## config.mk

```make
export PLATFORM = sky130hd
export DESIGN_NAME = semaforo_cruce
export DESIGN_NICKNAME = d
export VERILOG_FILES = /design/src/rtl/semaforo_pkg.sv /design/src/rtl/semaforo_prescaler.sv /design/src/rtl/semaforo_cruce.sv
export SDC_FILE = /design/constraint.sdc
export NUM_CORES = 1
export LEC_CHECK = 0
export ABC_AREA = 0
export ABC_CLOCK_PERIOD_IN_PS = 3960
export BUFFER_PORTS_ARGS = -buffer_cell sky130_fd_sc_hd__buf_2
export CORE_MARGIN = 10
export CORE_UTILIZATION = 41
export CTS_BUF_LIST = sky130_fd_sc_hd__clkbuf_2 sky130_fd_sc_hd__clkbuf_4 sky130_fd_sc_hd__clkbuf_8
export CTS_CLUSTER_SIZE = 30
export DETAILED_ROUTE_END_ITERATION = 8
export PLACE_DENSITY = 0.65
export SLEW_MARGIN = 30
export SYNTH_ARGS = -nofsm -noshare
export SYNTH_HDL_FRONTEND = slang
export SYNTH_SLANG_ARGS = --single-unit
```

## constraint.sdc

```tcl
create_clock -name clk -period 3.96 [get_ports clk]
set_clock_uncertainty 0.2 [all_clocks]
set_input_delay 0.198 -clock clk [delete_from_list [all_inputs] [get_ports clk]]
set_output_delay 0.198 -clock clk [all_outputs]
set_load 0.01 [all_outputs]
```

## src/rtl/semaforo_pkg.sv

```systemverilog
// Shared types for the two-approach intersection controller: FSM states,
// lamp indices and the Moore lamp decode used by semaforo_cruce.
package semaforo_pkg;

    typedef enum logic [2:0] {
        ROJO_A,
        VERDE_A,
        AMAR_A,
        ROJO_B,
        VERDE_B,
        AMAR_B,
        PEATON,
        NOCHE
    } estado_t;

    localparam int unsigned APR_A = 0;
    localparam int unsigned APR_B = 1;

    typedef struct packed {
        logic [1:0] rojo;
        logic [1:0] amarillo;
        logic [1:0] verde;
        logic       blanco;
    } lamparas_t;

    function automatic lamparas_t decodificar(input estado_t est, input logic parpadeo);
        lamparas_t l;
        l.rojo     = 2'b11;
        l.amarillo = 2'b00;
        l.verde    = 2'b00;
        l.blanco   = 1'b0;
        case (est)
            VERDE_A: begin
                l.verde[APR_A] = 1'b1;
                l.rojo[APR_A]  = 1'b0;
            end
            AMAR_A: begin
                l.amarillo[APR_A] = 1'b1;
                l.rojo[APR_A]     = 1'b0;
            end
            VERDE_B: begin
                l.verde[APR_B] = 1'b1;
                l.rojo[APR_B]  = 1'b0;
            end
            AMAR_B: begin
                l.amarillo[APR_B] = 1'b1;
                l.rojo[APR_B]     = 1'b0;
            end
            PEATON: l.blanco = 1'b1;
            NOCHE: begin
                l.rojo     = 2'b00;
                l.amarillo = {2{parpadeo}};
            end
            default: ;
        endcase
        return l;
    endfunction

endpackage

```

## src/rtl/semaforo_prescaler.sv

```systemverilog
// Timing prescaler: free-running 0..CLK_DIV-1 counter that pulses tick on its
// last count and restarts whenever the controller changes phase.
module semaforo_prescaler #(
    parameter int unsigned CLK_DIV = 50_000_000
) (
    input  logic clk,
    input  logic rst,
    input  logic clr,
    output logic tick
);

    localparam int unsigned W = (CLK_DIV > 1) ? $clog2(CLK_DIV) : 1;
    localparam logic [W-1:0] L_FIN = W'(CLK_DIV - 1);

    logic [W-1:0] r_cnt;

    assign tick = (r_cnt == L_FIN);

    always_ff @(posedge clk) begin
        if (rst || clr || tick) begin
            r_cnt <= '0;
        end else begin
            r_cnt <= r_cnt + 1'b1;
        end
    end

endmodule

```

## src/rtl/semaforo_cruce.sv

```systemverilog
// Two-approach traffic-light controller with latched pedestrian request,
// minimum-green cut, all-red clearance and night flashing-amber mode.
module semaforo_cruce
    import semaforo_pkg::*;
#(
    parameter int unsigned CLK_DIV     = 50_000_000,
    parameter int unsigned T_VERDE     = 10,
    parameter int unsigned T_MIN_VERDE = 3,
    parameter int unsigned T_AMARILLO  = 3,
    parameter int unsigned T_ROJO      = 1,
    parameter int unsigned T_PEATON    = 6,
    parameter int unsigned CNT_W       = 8
) (
    input  logic       clk,
    input  logic       rst,
    input  logic       pulsador,
    input  logic       modo_noche,
    output logic [1:0] rojo,
    output logic [1:0] amarillo,
    output logic [1:0] verde,
    output logic       blanco,
    output logic       pedido
);

    localparam logic [CNT_W-1:0] L_VERDE = CNT_W'(T_VERDE - 1);
    localparam logic [CNT_W-1:0] L_MIN   = CNT_W'(T_MIN_VERDE - 1);
    localparam logic [CNT_W-1:0] L_AMAR  = CNT_W'(T_AMARILLO - 1);
    localparam logic [CNT_W-1:0] L_ROJO  = CNT_W'(T_ROJO - 1);
    localparam logic [CNT_W-1:0] L_PEAT  = CNT_W'(T_PEATON - 1);

    estado_t          r_estado;
    logic [CNT_W-1:0] r_cnt;
    logic             r_pedido;
    logic             r_puls;
    logic             r_ret;     // 0: PEATON returns to VERDE_A, 1: to VERDE_B
    logic             r_parpadeo;
    lamparas_t        r_luces;

    estado_t w_estado_d;
    logic    w_ret_d;
    logic    w_parpadeo_d;
    logic    w_tick;
    logic    w_fin;
    logic    w_cambio;
    logic    w_flanco;

    assign w_cambio = (w_estado_d != r_estado);
    assign w_flanco = pulsador & ~r_puls;

    semaforo_prescaler #(
        .CLK_DIV(CLK_DIV)
    ) u_prescaler (
        .clk (clk),
        .rst (rst),
        .clr (w_cambio),
        .tick(w_tick)
    );

    always_comb begin
        w_fin = 1'b0;
        unique case (r_estado)
            VERDE_A, VERDE_B:
                w_fin = w_tick && ((r_cnt == L_VERDE) || (r_pedido && (r_cnt >= L_MIN)));
            AMAR_A, AMAR_B: w_fin = w_tick && (r_cnt == L_AMAR);
            ROJO_A, ROJO_B: w_fin = w_tick && (r_cnt == L_ROJO);
            PEATON:         w_fin = w_tick && (r_cnt == L_PEAT);
            NOCHE:          w_fin = w_tick && !modo_noche;
            default:        w_fin = 1'b0;
        endcase
    end

    // Night mode outranks a pending request at every all-red decision point.
    always_comb begin
        w_estado_d = r_estado;
        w_ret_d    = r_ret;
        if (w_fin) begin
            unique case (r_estado)
                ROJO_A: begin
                    if (modo_noche) begin
                        w_estado_d = NOCHE;
                    end else if (r_pedido) begin
                        w_estado_d = PEATON;
                        w_ret_d    = 1'b0;
                    end else begin
                        w_estado_d = VERDE_A;
                    end
                end
                VERDE_A: w_estado_d = AMAR_A;
                AMAR_A:  w_estado_d = ROJO_B;
                ROJO_B: begin
                    if (modo_noche) begin
                        w_estado_d = NOCHE;
                    end else if (r_pedido) begin
                        w_estado_d = PEATON;
                        w_ret_d    = 1'b1;
                    end else begin
                        w_estado_d = VERDE_B;
                    end
                end
                VERDE_B: w_estado_d = AMAR_B;
                AMAR_B:  w_estado_d = ROJO_A;
                PEATON:  w_estado_d = modo_noche ? NOCHE : (r_ret ? VERDE_B : VERDE_A);
                NOCHE:   w_estado_d = ROJO_A;
                default: w_estado_d = ROJO_A;
            endcase
        end
    end

    always_comb begin
        w_parpadeo_d = r_parpadeo;
        if (w_estado_d == NOCHE && r_estado != NOCHE) begin
            w_parpadeo_d = 1'b1;
        end else if (r_estado == NOCHE && w_tick) begin
            w_parpadeo_d = ~r_parpadeo;
        end
    end

    always_ff @(posedge clk) begin
        if (rst) begin
            r_estado   <= ROJO_A;
            r_cnt      <= '0;
            r_pedido   <= 1'b0;
            r_puls     <= 1'b0;
            r_ret      <= 1'b0;
            r_parpadeo <= 1'b0;
            r_luces    <= decodificar(ROJO_A, 1'b0);
        end else begin
            r_estado   <= w_estado_d;
            r_ret      <= w_ret_d;
            r_parpadeo <= w_parpadeo_d;
            r_puls     <= pulsador;
            r_luces    <= decodificar(w_estado_d, w_parpadeo_d);
            if (w_cambio) begin
                r_cnt <= '0;
            end else if (w_tick && r_estado != NOCHE) begin
                r_cnt <= r_cnt + 1'b1;
            end
            if (w_estado_d == PEATON && r_estado != PEATON) begin
                r_pedido <= 1'b0;
            end else if (w_flanco && r_estado != PEATON) begin
                r_pedido <= 1'b1;
            end
        end
    end

    assign rojo     = r_luces.rojo;
    assign amarillo = r_luces.amarillo;
    assign verde    = r_luces.verde;
    assign blanco   = r_luces.blanco;
    assign pedido   = r_pedido;

endmodule

```

Word-level counts from Yosys, hierarchy flattened
Cells that the tools add are included.

storage, ports and cells
  register bits = 48

operators by class
  $add $sub $neg = 2
  magnitude comparators = 1
  equal/unequal tests = 24
  multiplexer cells = 23
  bitwise gates (word level) = 3
  reductions and logical operators = 27

operators with widths
  operator                 count
  $add A26 B1 Y26 const B  1
  $eq A26 B26 Y1 const B   1
  $eq A3 B3 Y1 const B     8
  $pmux W3 S7              1
  $mux W3                  5
  $reduce_or A2 Y1         6
  $logic_and A1 B1 Y1      11
  $mux W1                  11
  $eq A3 B2 Y1 const B     3
  $add A8 B1 Y8 const B    1
  $eq A8 B2 Y1 const B     1
  $eq A8 B3 Y1 const B     1
  $eq A8 B4 Y1 const B     1
  $ge A8 B2 Y1 const B     1
  $logic_not A8 Y1         1
  $ne A2 B2 Y1 const B     4
  $eq A3 B1 Y1 const B     2
  $ne A3 B3 Y1 const B     2
  $pmux W1 S2              3
  $reduce_and A6 Y1        1
  $reduce_or A3 Y1         2
  $pmux W1 S5              1
  $mux W2                  2
  $logic_not A3 Y1         1
  other kinds (6)          9

Logic depth before layout (Yosys ltp)
Gate-level depths: netlist (run 1).

  depth in word-level cells = 10
  depth in mapped cells = 10
  depth with buffers taken out = 9

Modules after synthesis
From an unflattened synthesis (run 1), not the netlist that was laid out.

unflattened totals
  cell total of the unflattened synthesis = 306
  area, all modules = 2,706.3 µm²

by module, submodules not included
  module              times used  cells an instance  area each (µm²)  sequential area each (µm²)
  semaforo_cruce      1           164                1,437.6          440.4
  semaforo_prescaler  1           142                1,268.7          520.5

Worst setup path after synthesis (run 1)
Ideal clock, no wire load.

  path type = flip-flop to flip-flop
  from = register r_cnt[7]
  to = register r_ret
  arrival = 2,480 ps
  path slack = 1,157 ps
  cell stages (with the launch flop) = 8
  cells stage by stage = dfxtp_1 -> or4_4 -> nor4_1 -> nor3_1 -> a211oi_4 -> mux2i_2 -> nand4_1 -> mux2_1

between the ends
  longest elaborated chain between the ends = 6
  elaborated cells on any way between the ends = 13
  those cells by class = 1 x order compare; 3 x eq/ne; 1 x mux; 8 x reduce/logical

ends and longest elaborated chain
  element                        line                   RTL
  from (decl)                    semaforo_cruce.sv:32   logic [CNT_W-1:0] r_cnt;
  from (signal assigned)         semaforo_cruce.sv:136  r_cnt <= r_cnt + 1'b1;
  $ge A8 B2 Y1                   semaforo_cruce.sv:63   w_fin = w_tick && ((r_cnt == L_VERDE) || (r_pedido && (r_cnt >= L_MIN)));
  $logic_and A1 B1 Y1            semaforo_cruce.sv:63
  $logic_or A1 B1 Y1             semaforo_cruce.sv:63
  $logic_and A1 B1 Y1            semaforo_cruce.sv:63
  $pmux W1 S5 *                  semaforo_cruce.sv:61   unique case (r_estado)
  $reduce_and A6 Y1 (no line) *  --
  to (signal assigned)           semaforo_cruce.sv:129  r_ret <= w_ret_d;
  to (decl)                      semaforo_cruce.sv:35   logic r_ret;

Mark *: on every way between the ends. The rest lies on a longest branch, timed or not.
A chain may end at the register's enable or synchronous reset.

Final worst setup path (run 1)
Same ends and word-level chain as after synthesis.

==> results.sh, run 1 <==
export IMPL_cp_max_fo=10
export IMPL_clock_path_buffers=2
export IMPL_viasPerCell=5.13
export IMPL_worstHoldStart="rst"
export IMPL_drive_above_1_share=0.126
export IMPL_power_uw=800
export IMPL_p_leak_nw=0.930
export IMPL_synthTopCellsByCount="48 x dfxtp_1, 47 x nor2_1, 22 x nand2_1, 21 x xor2_1, 12 x xnor2_1"
export IMPL_cts_tree="yes"
export IMPL_crit_required_ns=3.96
export IMPL_synth_top_area_cell="dfxtp_1"
export IMPL_ys_warn_count=0
export IMPL_io_pins=12
export IMPL_ys_seq_elements=48
export IMPL_clkSinkCount=48
export IMPL_core_rowCount=27
export IMPL_timing_hold_ws_ns=0.0396
export IMPL_tns_ns=0
export IMPL_worstReg2RegEnd="r_ret$_SDFFE_PP0P_"
export IMPL_vias=1795
export IMPL_hold_path_class="in -> reg"
export IMPL_root_buffer="clkbuf_8"
export IMPL_initial_core_util=0.426
export IMPL_dr_pass1_iters=4
export IMPL_cts_buffers=5
export IMPL_dpl_hpwl_um=3080
export IMPL_ir_drop_mv=0.271
export IMPL_drt_iter0_markers=90
export IMPL_crit_buf_inv=0
export IMPL_gp_congestion=0.843
export IMPL_fin_nets=286
export IMPL_r2r_setup_slack_ns=0.86
export IMPL_crit_path_end_kind="register"
export IMPL_synthMostInstantiatedCell="dfxtp_1"
export IMPL_synth_top_area_share=0.407
export IMPL_postSynth_asyncResetShare=0
export IMPL_worstReg2RegStart="r_cnt[7]$_SDFFE_PP0P_"
export IMPL_syn_avg_cell_area_sq_um=8.74
export IMPL_post_cts_repair_setup_buffers=0
export IMPL_synth_cell_types=47
export IMPL_worstMarginPinSlew_ns=0.515
export IMPL_n_antenna_cell=0
export IMPL_hold_depth=2
export IMPL_fp_dieArea_sq_um=9190
export IMPL_clk_latency_ns=0.30
export IMPL_io_buffers=11
export IMPL_yosysSeqAreaShare=0.407
export IMPL_area_delta_synth_final_pct=7.37
export IMPL_die_height_um=95.9
export IMPL_grt_max_degree=26
export IMPL_status="finished clean"
export IMPL_startpoint_type="register"
export IMPL_grt_ovfl_total=0
export IMPL_synthTopCellsByArea="dfxtp_1 41%, xor2_1 7.8%, nor2_1 7.5%"
export IMPL_h_tree_depth=2
export IMPL_syn_instance_count=270
export IMPL_crit_arrival_ns=3.10
export IMPL_grt_pass1_vias=1741
export IMPL_relSlewSlack=0.648
export IMPL_hold_end="r_puls$_SDFF_PP0_"
export IMPL_ant_nets=0
export IMPL_timing_final_hold_violations=0
export IMPL_coreArea_sq_um=5540
export IMPL_wirelength_um=4360
export IMPL_clock_fmax_mhz=323
export IMPL_syn_cell_area_sq_um=2360
export IMPL_worstPathCellList="or4_4, nor4_1, nor3_1, a211oi_4, mux2i_2, nand4_1, mux2_1"
export IMPL_reg2reg_depth=7
export IMPL_grt_pass1_wl_um=7860
export IMPL_worstSetupPathType="reg -> reg"
export IMPL_period_needed_ns=3.10
export IMPL_cpPeakStageDelay_ns=0.56
export IMPL_synthFlopType="dfxtp_1"
export IMPL_slew_viol_final=0
export IMPL_wl_per_cell_um=12.5
export IMPL_critPathTopFamily="simple AND/OR/NAND/NOR gates"
export IMPL_cap_violations=0
export IMPL_fp_dieW_um=95.9
export IMPL_final_setup_viol_count=0
export IMPL_slowest_stage="or4_4"
export IMPL_antenna_found_initial=0
export IMPL_rsz0062_at_grt="no"
export IMPL_cts_reportedPaths_clkPinSlew_ns=0.09
export IMPL_synth_edf_count=0
export IMPL_track_usage=0.105
export IMPL_remaining_drc_errors=0
export IMPL_power_density_nw_per_um2=316
export IMPL_syn_num_nets=279
export IMPL_fin_crit_sh=0.783
==> worst max path at each step <==
| stage | startpoint | endpoint | slack (ns) | cells after the start |
|---|---|---|---|---|
| floorplan | r_cnt[7]$_SDFFE_PP0P_ | r_ret$_SDFFE_PP0P_ | 1.16 | 7 |
| global placement | r_cnt[7]$_SDFFE_PP0P_ | r_ret$_SDFFE_PP0P_ | 0.99 | 7 |
| detailed placement | r_cnt[7]$_SDFFE_PP0P_ | r_ret$_SDFFE_PP0P_ | 0.89 | 7 |
| CTS | r_cnt[7]$_SDFFE_PP0P_ | r_ret$_SDFFE_PP0P_ | 0.88 | 7 |
| global route | r_estado[2]$_SDFF_PP0_ | r_ret$_SDFFE_PP0P_ | 0.64 | 7 |
| finish | r_cnt[7]$_SDFFE_PP0P_ | r_ret$_SDFFE_PP0P_ | 0.86 | 7 |
==> metal layers <==
metal / track usage / vias up / part of all wire
met5: 0 / - / 0
met3: 0.0272 / 6 / 0.028
met4: 0.0504 / 0 / 0.019
met2: 0.170 / 11 / 0.46
met1: 0.126 / 846 / 0.49
li1: - / 932 / -
==> state kept, by name, summed over array words and instances, names as in the netlist <==
name	flops
r_cnt	8
r_ret	1
u_prescaler.r_cnt	26
pedido	1
r_parpadeo	1
amarillo	2
rojo	2
blanco	1
r_estado	3
r_puls	1
verde	2
==> stage by stage <==
step | setup slack, ns | utilization | std cells | cell area, sq um
global placement | 0.988 | 0.439 | 341 | 2430
floorplan | 1.16 | - | 270 | 2360
CTS | 0.882 | 0.457 | 350 | 2530
detailed placement | 0.891 | 0.439 | 341 | 2430
global route | 0.639 | 0.457 | 350 | 2530
finish | 0.861 | 0.457 | 350 | 2530
==> kinds of logic after synthesis <==
| logic type | after synthesis | synth area share |
|---|---|---|
| and+or+nand+nor | 135 | 0.295 |
| DFF | 48 | 0.407 |
| xor gates and xnor gates | 33 | 0.122 |
| AOI/OAI and AO/OA | 23 | 0.0785 |
| buffers and inverters | 21 | 0.0445 |
| muxes | 5 | 0.0254 |
| adders and majority gates | 5 | 0.0265 |
==> repair_timing <==
item                                   CTS  global route
hold buffers                             1             0
resized for setup                        0             0
endpoints found under the hold margin    1             0
==> worst register-to-register path, cell delays in order, from the launching register on <==
cell,delay (ns)
dfxtp_1,0.33
or4_4,0.56
nor4_1,0.30
nor3_1,0.14
a211oi_4,0.39
mux2i_2,0.54
nand4_1,0.20
mux2_1,0.34
==> cells in the final DEF (no fill, tap or decap), types with 2 or more instances in the layout <==
master and n:
and4_1 5, nor3_1 4, nand2b_1 2, o21ai_0 4, clkbuf_8 5, nand3_1 11, nor4_1 5, nor2b_1 6
buf_2 11, nand4_1 7, clkinv_2 2, nor2_1 47, or2_2 5, ha_1 5, or3_1 3, xnor2_1 12
dfxtp_1 48, and3_1 7, a21oi_1 5, nand4b_1 2, inv_1 9, nor4bb_1 2, nand2_1 22, mux2i_1 2
nand3b_1 2, xor2_1 21
==> area by class of cell <==
type                    instances  area, sq um
flip-flops and latches         48          961
inverters                       9         33.8
fillers                       556         3010
clock inverters                 3         18.8
well taps                      72         90.1
repair buffers                 12         65.1
clock buffers                   5         68.8
multi-input cells             201         1300
==> report_power, final <==
group	total, mW	switching, mW	internal, mW
registers	0.491	0.00451	0.486
clock network	0.286	0.163	0.123
logic	0.0235	0.0143	0.00922
total	0.800	0.181	0.619
No activity file was read; power rests on OpenSTA's default activity.
==> run 2: changes to the inputs <==
--- a/config.mk
+++ b/config.mk
@@ -6,14 +6,14 @@
 export NUM_CORES = 1
 export LEC_CHECK = 0
 export ABC_AREA = 0
-export ABC_CLOCK_PERIOD_IN_PS = 3960
+export ABC_CLOCK_PERIOD_IN_PS = 2600
 export BUFFER_PORTS_ARGS = -buffer_cell sky130_fd_sc_hd__buf_2
 export CORE_MARGIN = 10
 export CORE_UTILIZATION = 41
 export CTS_BUF_LIST = sky130_fd_sc_hd__clkbuf_2 sky130_fd_sc_hd__clkbuf_4 sky130_fd_sc_hd__clkbuf_8
 export CTS_CLUSTER_SIZE = 30
 export DETAILED_ROUTE_END_ITERATION = 8
-export PLACE_DENSITY = 0.65
+export PLACE_DENSITY = 0.67
 export SLEW_MARGIN = 30
 export SYNTH_ARGS = -nofsm -noshare
 export SYNTH_HDL_FRONTEND = slang
==> constraint.sdc (replaced) <==
create_clock -name clk -period 2.6 [get_ports clk]
set_clock_uncertainty 0.2 [all_clocks]
set_input_delay 0.13 -clock clk [delete_from_list [all_inputs] [get_ports clk]]
set_output_delay 0.13 -clock clk [all_outputs]
set_load 0.01 [all_outputs]
==> results.sh, run 2 (synthesis gave the netlist of run 1 again) <==
export IMPL_status="finished, violations left"
export IMPL_failed_checks="setup timing"
export IMPL_layout_commonest_cell="dfxtp_1"
export IMPL_power_internal_uw=943
export IMPL_relSlewSlack=0.607
export IMPL_worstSetupPathType="reg -> reg"
export IMPL_track_usage=0.109
export IMPL_crit_path_end_kind="register"
export IMPL_dpl_hpwl_um=3470
export IMPL_cts_buffers=5
export IMPL_root_buffer="clkbuf_8"
export IMPL_nFillCells=508
export IMPL_postLayoutCellArea_sq_um=2910
export IMPL_crit_required_ns=2.59
export IMPL_worstMarginPinSlew_ns=0.589
export IMPL_power_clock_fraction=0.349
export IMPL_fin_cells=387
export IMPL_r2r_setup_slack_ns=-0.07
export IMPL_n_antenna_cell=0
export IMPL_fin_nets=324
export IMPL_ir_drop_mv=0.283
export IMPL_cpPeakStageDelay_ns=0.59
export IMPL_comb_power_share=0.038
export IMPL_worstReg2RegStart="r_cnt[6]$_SDFFE_PP0P_"
export IMPL_place_area_sq_um=2720
export IMPL_p_leak_nw=1.15
export IMPL_switching_share=0.224
export IMPL_grt_pass1_wl_um=8110
export IMPL_hold_end="u_prescaler.r_cnt[15]$_SDFF_PP0_"
export IMPL_initial_core_util=0.426
export IMPL_fin_crit_sh=1.03
export IMPL_fp_dieW_um=95.9
export IMPL_clk_latency_ns=0.30
export IMPL_cap_violations=0
export IMPL_timing_hold_ws_ns=0.302
export IMPL_reg2reg_depth=7
export IMPL_clock_path_buffers=2
export IMPL_die_height_um=95.9
export IMPL_drt_iter0_markers=51
export IMPL_cts_reportedPaths_clkPinSlew_ns=0.09
export IMPL_vias=1960
export IMPL_worstPathCellList="or4_4, nor3_4, o21ai_4, a211oi_4, mux2i_4, nand4_1, mux2_4"
export IMPL_cp_max_fo=4
export IMPL_final_cell_mix="47 x dfxtp_1, 46 x nor2_1, 35 x buf_4, 22 x nand2_1, 21 x xor2_1"
export IMPL_power_density_nw_per_um2=417
export IMPL_io_buffers=11
export IMPL_hold_path_class="reg -> reg"
export IMPL_viasPerCell=5.06
export IMPL_power_mw=1.22
export IMPL_io_pins=12
export IMPL_utilization=0.526
export IMPL_period_needed_ns=2.67
export IMPL_final_setup_viol_count=2
export IMPL_area_delta_synth_final_pct=23.5
export IMPL_top_register="u_prescaler.r_cnt"
export IMPL_clkSinkCount=48
export IMPL_h_tree_depth=2
export IMPL_grt_pass1_vias=1823
export IMPL_wirelength_um=4840
export IMPL_clock_fmax_mhz=374
export IMPL_hold_depth=2
export IMPL_remaining_drc_errors=0
export IMPL_fp_dieArea_sq_um=9190
export IMPL_worstHoldStart="u_prescaler.r_cnt[15]$_SDFF_PP0_"
export IMPL_place_inst=374
export IMPL_gp_congestion=0.847
export IMPL_drive_above_1_share=0.257
export IMPL_top_regs="u_prescaler.r_cnt x26, r_cnt x8, r_estado x3"
export IMPL_slowest_stage="or4_4"
export IMPL_rsz0062_at_grt="yes"
export IMPL_largest_reg_flops=26
export IMPL_dr_pass1_iters=5
export IMPL_crit_arrival_ns=2.67
export IMPL_worst_slack_ns=-0.0735
export IMPL_worstReg2RegEnd="r_ret$_SDFFE_PP0P_"
export IMPL_wl_per_cell_um=12.5
export IMPL_pre_cts_ws_ns=-0.0386
export IMPL_p_switching_uw=273
export IMPL_coreArea_sq_um=5540
export IMPL_core_rowCount=27
export IMPL_cts_tree="yes"
export IMPL_grt_ovfl_total=0
export IMPL_grt_max_degree=26
export IMPL_p_seq_frac=0.613
export IMPL_ant_nets=0
export IMPL_startpoint_type="register"
export IMPL_timing_final_hold_violations=0
export IMPL_slew_viol_final=0
export IMPL_antenna_found_initial=0
export IMPL_tns_ns=-0.103
## run 2: power groups by stage
stage	combinational (mW)	clock (mW)	sequential [mW]
global placement	0.0410	0	0.763
CTS	0.0451	0.436	0.746
finish	0.0461	0.424	0.746
floorplan	0.0262	0	0.763
detailed placement	0.0415	0	0.763
global route	0.0508	0.462	0.747
## run 2: repair_timing
item / in CTS / in global routing
setup endpoints to repair: 3 / 9
resized for setup: 3 / 10
hold buffers: 3 / 0
pin swaps: 2 / 2
setup buffers: 0 / 3
endpoints found under the hold margin: 5 / 0
## run 2: worst max-delay path by stage
stage,start,endpoint,depth (start not counted)
finish,r_cnt[6]$_SDFFE_PP0P_,r_ret$_SDFFE_PP0P_,7
floorplan,r_cnt[6]$_SDFFE_PP0P_,r_ret$_SDFFE_PP0P_,7
global placement,r_cnt[6]$_SDFFE_PP0P_,r_ret$_SDFFE_PP0P_,7
CTS,r_cnt[6]$_SDFFE_PP0P_,r_ret$_SDFFE_PP0P_,7
detailed placement,r_cnt[6]$_SDFFE_PP0P_,r_ret$_SDFFE_PP0P_,7
global route,r_cnt[6]$_SDFFE_PP0P_,r_ret$_SDFFE_PP0P_,7
## run 2: area by class of cell
class / instances / area (sq um) / share of cell area
multi-input combinational: 201 / 1390 / 0.476
sequential: 48 / 962 / 0.330
timing repair buffer: 50 / 359 / 0.123
tap: 72 / 90.1 / 0.0309
clock buffer: 5 / 68.8 / 0.0236
inverter: 9 / 33.8 / 0.0116
clock inverter: 2 / 12.5 / 0.00429
## run 2: metal layers
metal / track usage / share of wire / up-vias
met1: 0.135 / 0.50 / 934
met4: 0.0405 / 0.014 / 0
met3: 0.0241 / 0.022 / 6
met2: 0.182 / 0.47 / 11
met5: 0 / 0 / -
li1: - / - / 1009
## run 2: critical path, delay by kind of cell (launching register included)
kind,cells,cell delay [ns]
mux,2,0.65
compound gates,2,0.47
flops,1,0.32
simple gates,3,0.93
